File: src/rtl/dmac_ch0_engine_pkg.sv
// Shared definitions for the DMAC channel 0 transfer engine: AHB encodings,
// Control register field positions, FSM state encoding and address-phase payload.
package dmac_ch0_engine_pkg;

  localparam int unsigned ADDR_W = 32;
  localparam int unsigned DATA_W = 32;
  localparam int unsigned CNT_W  = 12;

  // AHB encodings
  localparam logic [1:0] HTRANS_IDLE   = 2'b00;
  localparam logic [1:0] HTRANS_NONSEQ = 2'b10;
  localparam logic [1:0] HRESP_OKAY    = 2'b00;
  localparam logic [1:0] HRESP_ERROR   = 2'b01;
  localparam logic [2:0] HSIZE_WORD    = 3'b010;
  localparam logic [2:0] HBURST_SINGLE = 3'b000;

  // DMAC_C0_Control field positions; size occupies [CNT_W-1:0]
  localparam int unsigned CTRL_SI  = 12;
  localparam int unsigned CTRL_DI  = 13;
  localparam int unsigned CTRL_TCI = 14;

  typedef enum logic [3:0] {
    ST_IDLE,
    ST_REQ,
    ST_RD_A,
    ST_RD_D,
    ST_WR_A,
    ST_WR_D,
    ST_DONE,
    ST_ERR,
    ST_ABORT
  } state_e;

  // AHB master address-phase payload
  typedef struct packed {
    logic [ADDR_W-1:0] haddr;
    logic [1:0]        htrans;
    logic              hwrite;
  } ahb_aph_t;

  // Force an address onto a word boundary
  function automatic logic [ADDR_W-1:0] word_align(input logic [ADDR_W-1:0] a);
    return {a[ADDR_W-1:2], 2'b00};
  endfunction

endpackage

File: src/rtl/dmac_ch0_engine_addr_cnt.sv
// dmac_addr_cnt: source/destination address and remaining-count registers.
// Ports: clk/rst_n; load captures programmed values and SI/DI; step completes
// one word (count down, optional +4 address increments, wrapping mod 2^32).
// cnt is registered; src_nxt_c/dst_nxt_c expose the next-cycle addresses so
// the top can register its address-phase outputs in step with these flops.
module dmac_addr_cnt
  import dmac_ch0_engine_pkg::*;
(
  input  logic              clk,
  input  logic              rst_n,
  input  logic              load,
  input  logic              step,
  input  logic [ADDR_W-1:0] src_in,
  input  logic [ADDR_W-1:0] dst_in,
  input  logic [CNT_W-1:0]  cnt_in,
  input  logic              si_in,
  input  logic              di_in,
  output logic [CNT_W-1:0]  cnt,
  output logic [ADDR_W-1:0] src_nxt_c,
  output logic [ADDR_W-1:0] dst_nxt_c
);

  logic [ADDR_W-1:0] src_q, src_d;
  logic [ADDR_W-1:0] dst_q, dst_d;
  logic [CNT_W-1:0]  cnt_q, cnt_d;
  logic              si_q, si_d;
  logic              di_q, di_d;

  // Load on start, update on each completed word
  always_comb begin
    src_d = src_q;
    dst_d = dst_q;
    cnt_d = cnt_q;
    si_d  = si_q;
    di_d  = di_q;
    if (load) begin
      src_d = word_align(src_in);
      dst_d = word_align(dst_in);
      cnt_d = cnt_in;
      si_d  = si_in;
      di_d  = di_in;
    end else if (step) begin
      cnt_d = cnt_q - CNT_W'(1);
      if (si_q) src_d = src_q + ADDR_W'(4);
      if (di_q) dst_d = dst_q + ADDR_W'(4);
    end
  end

  always_ff @(posedge clk or negedge rst_n) begin
    if (!rst_n) begin
      src_q <= '0;
      dst_q <= '0;
      cnt_q <= '0;
      si_q  <= 1'b0;
      di_q  <= 1'b0;
    end else begin
      src_q <= src_d;
      dst_q <= dst_d;
      cnt_q <= cnt_d;
      si_q  <= si_d;
      di_q  <= di_d;
    end
  end

  assign cnt       = cnt_q;
  assign src_nxt_c = src_d;
  assign dst_nxt_c = dst_d;

endmodule

File: src/rtl/dmac_ch0_engine.sv
// DMAC channel 0 transfer engine: moves one word per iteration with an AHB
// single read followed by an AHB single write until the count is exhausted.
// Inputs: channel programming from the register bank, AHB grant/ready/resp/rdata.
// Outputs: AHB master request/address/control/wdata (all registered),
// ch_active, tc_pulse, err_pulse status pulses and remain_cnt.
module dmac_ch0_engine
  import dmac_ch0_engine_pkg::*;
(
  input  logic              s_HCLK,
  input  logic              s_HRESETn,
  input  logic [31:0]       DMAC_Configuration,
  input  logic [ADDR_W-1:0] DMAC_C0_SrcAddr,
  input  logic [ADDR_W-1:0] DMAC_C0_DestAddr,
  input  logic [31:0]       DMAC_C0_Control,
  input  logic              DMAC_C0_Configuration,
  input  logic              m_HGRANT,
  input  logic              m_HREADY,
  input  logic [1:0]        m_HRESP,
  input  logic [DATA_W-1:0] m_HRDATA,
  output logic              m_HBUSREQ,
  output logic [ADDR_W-1:0] m_HADDR,
  output logic [1:0]        m_HTRANS,
  output logic              m_HWRITE,
  output logic [2:0]        m_HSIZE,
  output logic [2:0]        m_HBURST,
  output logic [DATA_W-1:0] m_HWDATA,
  output logic              ch_active,
  output logic              tc_pulse,
  output logic              err_pulse,
  output logic [CNT_W-1:0]  remain_cnt
);

  state_e            state_q, state_d;
  logic [DATA_W-1:0] buf_q, buf_d;
  ahb_aph_t          aph_q, aph_d;
  logic              hbusreq_q, hbusreq_d;
  logic              ch_active_q, ch_active_d;
  logic              tc_q, tc_d;
  logic              err_q, err_d;

  logic              enable_c, start_c, hresp_err_c;
  logic              load_c, step_c;
  logic [CNT_W-1:0]  cnt;
  logic [ADDR_W-1:0] src_nxt_c, dst_nxt_c;
  logic              unused_c;

  assign enable_c    = DMAC_Configuration[0] & DMAC_C0_Configuration;
  assign start_c     = enable_c & (DMAC_C0_Control[CNT_W-1:0] != '0);
  assign hresp_err_c = (m_HRESP == HRESP_ERROR);
  // TC interrupt enable is consumed by the register bank, not here
  assign unused_c    = ^{DMAC_Configuration[31:1], DMAC_C0_Control[31:CTRL_DI+1]};

  dmac_addr_cnt u_addr_cnt (
    .clk       (s_HCLK),
    .rst_n     (s_HRESETn),
    .load      (load_c),
    .step      (step_c),
    .src_in    (DMAC_C0_SrcAddr),
    .dst_in    (DMAC_C0_DestAddr),
    .cnt_in    (DMAC_C0_Control[CNT_W-1:0]),
    .si_in     (DMAC_C0_Control[CTRL_SI]),
    .di_in     (DMAC_C0_Control[CTRL_DI]),
    .cnt       (cnt),
    .src_nxt_c (src_nxt_c),
    .dst_nxt_c (dst_nxt_c)
  );

  // Next-state logic and data capture
  always_comb begin
    state_d = state_q;
    buf_d   = buf_q;
    load_c  = 1'b0;
    step_c  = 1'b0;
    case (state_q)
      ST_IDLE: begin
        if (start_c) begin
          load_c  = 1'b1;
          state_d = ST_REQ;
        end
      end
      ST_REQ: begin
        if (m_HGRANT && m_HREADY) state_d = ST_RD_A;
      end
      ST_RD_A: begin
        if (m_HREADY) state_d = ST_RD_D;
      end
      ST_RD_D: begin
        // ERROR is taken on the first (HREADY low) cycle of the response
        if (hresp_err_c) begin
          state_d = ST_ERR;
        end else if (m_HREADY) begin
          buf_d   = m_HRDATA;
          state_d = ST_WR_A;
        end
      end
      ST_WR_A: begin
        if (m_HREADY) state_d = ST_WR_D;
      end
      ST_WR_D: begin
        if (hresp_err_c) begin
          state_d = ST_ERR;
        end else if (m_HREADY) begin
          step_c = 1'b1;
          // Enable is only sampled here, so an in-flight word always finishes
          if (cnt == CNT_W'(1))  state_d = ST_DONE;
          else if (!enable_c)    state_d = ST_ABORT;
          else if (m_HGRANT)     state_d = ST_RD_A;
          else                   state_d = ST_REQ;
        end
      end
      ST_DONE:  state_d = ST_IDLE;
      ST_ERR:   state_d = ST_IDLE;
      ST_ABORT: state_d = ST_IDLE;
      default:  state_d = ST_IDLE;
    endcase
  end

  // Output decode from next state so every output leaves a flop
  always_comb begin
    aph_d        = aph_q;
    aph_d.htrans = HTRANS_IDLE;
    aph_d.hwrite = 1'b0;
    if (state_d == ST_RD_A) begin
      aph_d.haddr  = src_nxt_c;
      aph_d.htrans = HTRANS_NONSEQ;
    end else if (state_d == ST_WR_A) begin
      aph_d.haddr  = dst_nxt_c;
      aph_d.htrans = HTRANS_NONSEQ;
      aph_d.hwrite = 1'b1;
    end
    hbusreq_d   = (state_d == ST_REQ)  || (state_d == ST_RD_A) || (state_d == ST_RD_D) ||
                  (state_d == ST_WR_A) || (state_d == ST_WR_D);
    ch_active_d = (state_d != ST_IDLE);
    tc_d        = (state_d == ST_DONE);
    err_d       = (state_d == ST_ERR);
  end

  always_ff @(posedge s_HCLK or negedge s_HRESETn) begin
    if (!s_HRESETn) begin
      state_q     <= ST_IDLE;
      buf_q       <= '0;
      aph_q       <= '0;
      hbusreq_q   <= 1'b0;
      ch_active_q <= 1'b0;
      tc_q        <= 1'b0;
      err_q       <= 1'b0;
    end else begin
      state_q     <= state_d;
      buf_q       <= buf_d;
      aph_q       <= aph_d;
      hbusreq_q   <= hbusreq_d;
      ch_active_q <= ch_active_d;
      tc_q        <= tc_d;
      err_q       <= err_d;
    end
  end

  assign m_HBUSREQ  = hbusreq_q;
  assign m_HADDR    = aph_q.haddr;
  assign m_HTRANS   = aph_q.htrans;
  assign m_HWRITE   = aph_q.hwrite;
  assign m_HSIZE    = HSIZE_WORD;
  assign m_HBURST   = HBURST_SINGLE;
  // buf only changes at read completion, so it is stable through WR_D waits
  assign m_HWDATA   = buf_q;
  assign ch_active  = ch_active_q;
  assign tc_pulse   = tc_q;
  assign err_pulse  = err_q;
  assign remain_cnt = cnt;

endmodule

File: config.mk
export PLATFORM = sky130hd
export DESIGN_NAME = dmac_ch0_engine
export DESIGN_NICKNAME = d
export VERILOG_FILES = /design/src/rtl/dmac_ch0_engine_pkg.sv /design/src/rtl/dmac_ch0_engine_addr_cnt.sv /design/src/rtl/dmac_ch0_engine.sv
export SDC_FILE = /design/constraint.sdc
export NUM_CORES = 1
export LEC_CHECK = 0
export BUFFER_PORTS_ARGS = -buffer_cell sky130_fd_sc_hd__buf_2
export CAP_MARGIN = 20
export CELL_PAD_IN_SITES_DETAIL_PLACEMENT = 0
export CELL_PAD_IN_SITES_GLOBAL_PLACEMENT = 1
export CORE_ASPECT_RATIO = 0.8
export CORE_MARGIN = 8
export CORE_UTILIZATION = 39
export DETAILED_ROUTE_END_ITERATION = 16
export GPL_TIMING_DRIVEN = 0
export PLACE_DENSITY = 0.85
export SYNTH_ARGS = -nofsm -noshare
export SYNTH_HDL_FRONTEND = slang
export SYNTH_SLANG_ARGS = --single-unit
File: constraint.sdc
create_clock -name s_HCLK -period 3.01 [get_ports s_HCLK]
set_input_delay 0.602 -clock s_HCLK [delete_from_list [all_inputs] [get_ports s_HCLK]]
set_output_delay 0.602 -clock s_HCLK [all_outputs]
set_load 0.02 [all_outputs]
# After elaboration in Yosys (flattened, before gate mapping)
# Index checks and enable logic that the tools add are counted.
[totals]
register_bits = 153
out_inout_bits = 89
wordCells = 73
[classes]
n_bitwise = 3
add_sub_neg = 3
mux = 28
eq_ne = 14
reduce_logical = 11
[op_table]
columns = ["operator", "n"]
rows = [
  ["32-bit 2-to-1 mux", 6],
  ["32-bit by 3-bit adder with 32-bit output (second input constant)", 2],
  ["4-bit 2-to-1 mux", 10],
  ["35-bit 2-to-1 mux", 1],
  ["34-bit 2-to-1 mux", 1],
  ["4-bit by 3-bit equality test with 1-bit output (second input constant)", 6],
  ["12-bit 2-to-1 mux", 2],
  ["4-bit case mux with 6 select lines", 1],
  ["4-bit by 2-bit equality test with 1-bit output (second input constant)", 4],
  ["12-bit by 1-bit equality test with 1-bit output (second input constant)", 1],
  ["12-bit nonzero test", 1],
  ["12-bit by 1-bit subtractor with 12-bit output (second input constant)", 1],
  ["4-bit by 1-bit equality test with 1-bit output (second input constant)", 2],
  ["1-bit 2-to-1 mux", 6],
  ["4-bit zero test", 1],
  ["1-bit logical OR", 4],
  ["2-bit nonzero test", 2],
  ["4-bit nonzero test", 1],
  ["3-bit AND reduction", 1],
  ["1-bit bitwise AND", 2],
  ["2-bit by 1-bit equality test with 1-bit output (second input constant)", 1],
  ["2-bit 2-to-1 mux", 1],
  ["1-bit logical AND", 1],
  ["1-bit NOT", 1],
]

# Logic depth before layout (Yosys ltp)
[depth]
ltp_word = 11
depth_mapped = 10
mapped_depth_nobuf = 9

# Modules after synthesis
# A second synthesis with hierarchy kept.
[hier_totals]
hier_cells = 777
hier_area_um2 = 7920.1
[modules_own_cells]
columns = ["mod", "instances", "area_per_inst_um2", "seq_area_each_um2", "cells_each"]
rows = [
  ["dmac_addr_cnt", 1, 4150.2, 1951.9, 450],
  ["dmac_ch0_engine", 1, 3769.9, 1851.8, 327],
]

# Least setup slack after synthesis
# Ideal clock, no wire load.
[synth_path]
kind = "reg2reg"
start = "register u_addr_cnt.cnt_q[0] (netlist: u_addr_cnt.cnt[0])"
end = "register aph_q, in the netlist m_HADDR[4]"
path_stages_with_launch = 10
path_buffers = 2
path_slack_ps = 383
setup_ps = 126
required_time_ps = 2884
arrival_ps = 2501
path_cell_list = "dfrtp_1 ha_1 nor4b_1 and4b_1 o22ai_1 or3b_1 buf_6 buf_6 o221a_1 a221o_1"
[synth_via]
elab_chain_len = 7
word_cells_on_any_way = 9
classes_between = "eq/ne: 3; mux: 5; reduce/logical: 1"
[synth_lines]
columns = ["item", "line_no", "text"]
rows = [
  ["from (decl)", "dmac_ch0_engine_addr_cnt.sv:25", "logic [CNT_W-1:0] cnt_q, cnt_d;"],
  ["from (signal assigned)", "dmac_ch0_engine_addr_cnt.sv:59", "cnt_q <= cnt_d;"],
  ["12-bit by 1-bit equality test with 1-bit output (*)", "dmac_ch0_engine.sv:105", "if (cnt == CNT_W'(1)) state_d = ST_DONE;"],
  ["4-bit 2-to-1 mux (*)", "dmac_ch0_engine.sv:105", ""],
  ["4-bit 2-to-1 mux (*)", "dmac_ch0_engine.sv:102", "end else if (m_HREADY) begin"],
  ["4-bit 2-to-1 mux (*)", "dmac_ch0_engine.sv:100", "if (hresp_err_c) begin"],
  ["4-bit case mux with 6 select lines (*)", "dmac_ch0_engine.sv:74", "case (state_q)"],
  ["4-bit by 2-bit equality test with 1-bit output / 4-bit by 3-bit equality test with 1-bit output (equally long branches)", "dmac_ch0_engine.sv:123, dmac_ch0_engine.sv:126", ""],
  ["34-bit 2-to-1 mux / 2-bit nonzero test (equally long branches)", "n/a", ""],
  ["to (signal assigned)", "dmac_ch0_engine.sv:150", "aph_q <= aph_d;"],
  ["to (decl)", "dmac_ch0_engine.sv:35", "ahb_aph_t aph_q, aph_d;"],
]
# Mark *: on every way between the ends. The rest lies on a longest branch, timed or not.
# A chain may end at the register's enable or synchronous reset.

# Final worst setup path
[layout_path]
start = "register state_q[3]"
end = "register aph_q, in the netlist m_HADDR[17]"
[layout_via]
word_cells_on_any_way = 26
classes_between = "eq/ne: 7; mux: 17; reduce/logical: 2"
[layout_rtl]
columns = ["item", "line_no", "text"]
rows = [
  ["from (decl)", "dmac_ch0_engine.sv:33", "state_e state_q, state_d;"],
  ["from (signal assigned)", "dmac_ch0_engine.sv:148", "state_q <= state_d;"],
  ["4-bit by 3-bit equality test with 1-bit output", "dmac_ch0_engine.sv:74", ""],
  ["1-bit 2-to-1 mux", "dmac_ch0_engine.sv:74", ""],
  ["32-bit 2-to-1 mux", "dmac_ch0_engine_addr_cnt.sv:42", "end else if (step) begin"],
  ["32-bit 2-to-1 mux (*)", "dmac_ch0_engine_addr_cnt.sv:36", "if (load) begin"],
  ["via src_nxt_c[17]", "dmac_ch0_engine.sv:44", "logic [ADDR_W-1:0] src_nxt_c, dst_nxt_c;"],
  ["34-bit 2-to-1 mux (*)", "dmac_ch0_engine.sv:123", "if (state_d == ST_RD_A) begin"],
]
# The timed path passes the listed nets; every way through them passes the cells marked *. The select of a mux whose other input is x is not followed.

==> results.json <==
{
  "clkTransAtPathRegs_ps": 70,
  "max_stage_delay_ps": 580,
  "ios": 256,
  "hold_path.class": "input port to async pin",
  "fin_nets": 1174,
  "wl_met3_mm": 2.42,
  "switching_share_pct": 43.5,
  "clock.fmax_ghz": 0.343,
  "synth_edf_count": 0,
  "core_area_sq_um": 19900,
  "final_common_cell": "buf_2",
  "grt_setup_unrepaired": "false",
  "critical_path.cell_chain": "buf_2 > nand4b_1 > or4b_4 > or4_1 > a31oi_1 > and3_1 > a221o_1",
  "power.leakage_nw": 4.36,
  "p_switching_mw": 4.65,
  "routedWlPerCell_um": 21.3,
  "rows": 46,
  "maxUsedRoutingLayer": "met4",
  "cp_data_required_time_ps": 3370,
  "dieArea_sq_um": 25200,
  "worst_slew_pin_slew_ps": 1050,
  "wl_met1_mm": 12.3,
  "synth-seq-area-share_pct": 47.8,
  "critPathArrivalTime_ps": 3280,
  "routed_wl_mm": 27.3,
  "cp_num_buf_inv": 1,
  "cts_tree": "done",
  "htreeDepth": 4,
  "synth_cells": 781,
  "clkSinkCount": 152,
  "hpwlAfterDp_mm": 20.8,
  "intPower_mw": 6.05,
  "powerDensity_nw_per_um2": 1070,
  "hold_buffers": 0,
  "synth_area_sq_um": 7950,
  "grtUsageTotal_pct": 21.5,
  "finalHoldViolCount": 0,
  "worstSetupStartpointType": "register",
  "period_minus_slack_ps": 2920,
  "grt.overflow.total": 0,
  "grt_pass1_vias": 7128,
  "skew_ps": 11.9,
  "maxSlewViolCount": 0,
  "fin_ws_ps": 90.8,
  "p_clk_share_pct": 20.9,
  "grt_pass1_wl_mm": 41.8,
  "critPathMaxFanout": 10,
  "drv_cap": 0,
  "start_util_pct": 39.9,
  "clockBufferDepth": 2,
  "cts_made_buffers": 17,
  "synth-seq-cells": 152,
  "insertion_delay_ps": 430,
  "root_buffer": "clkbuf_16",
  "die_w_um": 176,
  "period_share_pct": 97.0,
  "die_h_um": 144,
  "dominantRegCellSynth": "dfrtp_1",
  "antenna_cells": 0,
  "power_frac_comb_pct": 43.8,
  "yosysWarnings": 0,
  "drive_above_1_share_pct": 32.1,
  "synthDistinctLibCells": 73,
  "p_seq_share_pct": 35.2,
  "place_ws_ps": -572,
  "setup.worst_path.end_class": "register",
  "gp_congestion": 0.887,
  "io_buffers": 195,
  "antenna_found_initial": 0,
  "crit_slowest_cell": "a31oi_1",
  "layout_common_cells": "207 x buf_2, 152 x dfrtp_1, 93 x nand2_1",
  "status": "complete, no violations",
  "avgSynthCellArea_sq_um": 10.2,
  "critical_path.top_delay_family": "simple AND/OR/NAND/NOR gates",
  "setup_viol": 0,
  "power_mw": 10.7,
  "drc_errors": 0,
  "dr.pass1.iters": 5,
  "ir_drop_mv": 0.452,
  "drt_iter0_drc": 901,
  "setup.worst_path.class": "register to register",
  "syn_to_final_growth_pct": 25.5,
  "vias_per_cell": 5.68,
  "async_reset_ff_share_pct": 100,
  "grt_max_degree": 98,
  "drtAntennaViolNets": 0,
  "relSlewSlack_pct": 29.5,
  "via_count": 7275,
  "wl_met2_mm": 12.1
}
-- cells in the mapped netlist, types with 3 or more instances --
cell type,instances,area (sq um)
mux2_2,32,360
a31oi_1,8,50.1
o21ai_1,7,35.0
and4_1,12,105
or4_1,8,60.1
buf_2,15,75.1
nand2b_1,4,25.0
a21oi_1,12,60.1
nor2b_1,4,25.0
o31ai_1,5,37.5
dfrtp_1,152,3800
a221o_1,31,310
nand4_1,19,119
clkbuf_1,24,90.1
buf_4,7,52.6
xor2_1,8,70.1
o211ai_1,3,22.5
nor4_1,42,263
o31a_1,3,26.3
or3_1,5,31.3
o21ai_0,45,225
nand3_1,20,100
buf_6,5,56.3
buf_1,4,15.0
ha_1,4,50.1
nor3_1,19,95.1
o221a_1,15,169
a21o_1,3,22.5
inv_1,17,63.8
o221ai_1,4,35.0
nand2_1,93,349
and2_1,8,50.1
xnor2_1,44,385
nor2_1,36,135
o221a_2,7,78.8
and3_1,10,62.6
-- power groups by stage --
stage | logic, mW | clock network, mW | registers, mW
final | 4.69 | 2.24 | 3.77
after global routing | 5.02 | 2.36 | 3.88
after CTS | 4.62 | 2.26 | 3.75
after detailed placement | 4.58 | 0 | 3.77
after global placement | 4.52 | 0 | 3.74
after floorplan | 2.43 | 0 | 4.22
-- metrics by stage --
stage / util, % / TNS, ps / area (sq um) / instances / hold slack, ps
finish: 50.1 / 0 / 9980 / 1280 / 139
global placement: 46.6 / -160440 / 9280 / 1245 / 459
floorplan: - / 0 / 7970 / 786 / 306
CTS: 49.9 / 0 / 9940 / 1278 / 154
detailed placement: 46.8 / -9490 / 9310 / 1246 / 461
global route: 50.1 / 0 / 9980 / 1280 / 161
-- final timing paths --
kind	from	to	slack (ps)	cells after the start
max	state_q[3]$_DFF_PN0_	m_HADDR[17]$_DFFE_PN0P_	90	7
min	s_HRESETn	u_addr_cnt.cnt[5]$_DFFE_PN0P_	140	1
max reg2reg	state_q[3]$_DFF_PN0_	m_HADDR[17]$_DFFE_PN0P_	90	7
min reg2reg	u_addr_cnt.src_q[1]$_DFF_PN0_	u_addr_cnt.src_q[1]$_DFF_PN0_	470	1
max in group asynchronous	s_HRESETn	m_HADDR[29]$_DFFE_PN0P_	1980	2
min in group s_HCLK	DMAC_C0_Control[13]	u_addr_cnt.di_q$_DFFE_PN0P_	380	3
-- area by class of cell --
cell class	count	area (sq um)
repair buffers	198	1020
multi-input cells	560	3840
inverters	18	67.6
flip-flops and latches	152	3800
clock inverters	15	178
plain buffers	56	308
well taps	264	330
clock buffers	17	425
fillers	1924	9940
-- repair_timing --
item / in CTS / in global routing
setup buffers: 0 / 2
resized for setup: 5 / 15
pin swaps: 0 / 1
gates cloned: 0 / 0
setup endpoints to repair: 25 / 38
hold endpoints to repair: 0 / 0
-- worst register-to-register path: cells and delay by family (launching register included) --
kind | cells | cell delay [ps]
AND/OR/NAND/NOR | 4 | 1630
buffers and inverters | 1 | 170
flip-flops | 1 | 360
AO/OA/AOI/OAI | 2 | 700
-- cell families (layout without fill, tap and decap cells) --
family / after synthesis / after routing / synth area share, %
AND/OR/NAND/NOR: 305 / 305 / 21.3
AO/OA/AOI/OAI: 158 / 158 / 15.1
flip-flops: 152 / 152 / 47.8
buffers and inverters: 74 / 304 / 4.55
XOR/XNOR: 52 / 52 / 5.73
multiplexers: 34 / 34 / 4.78
adder cells (fa/ha/maj): 4 / 4 / 0.629
other: 2 / 7 / 0.0944
-- registers in the layout, indices dropped and copies added (netlist names) --
register          cells
m_HTRANS              1
m_HBUSREQ             1
u_addr_cnt.si_q       1
u_addr_cnt.src_q     32
m_HWDATA             32
u_addr_cnt.di_q       1
u_addr_cnt.dst_q     32
m_HADDR              32
tc_pulse              1
m_HWRITE              1
state_q               4
ch_active             1
err_pulse             1
u_addr_cnt.cnt       12
-- routing by layer --
metal	global-route usage [%]	up-vias
li1	-	3364
met1	29.7	3565
met2	32.1	318
met3	6.35	28
met4	5.79	0
met5	0	-
(Power assumes the default switching activity.)
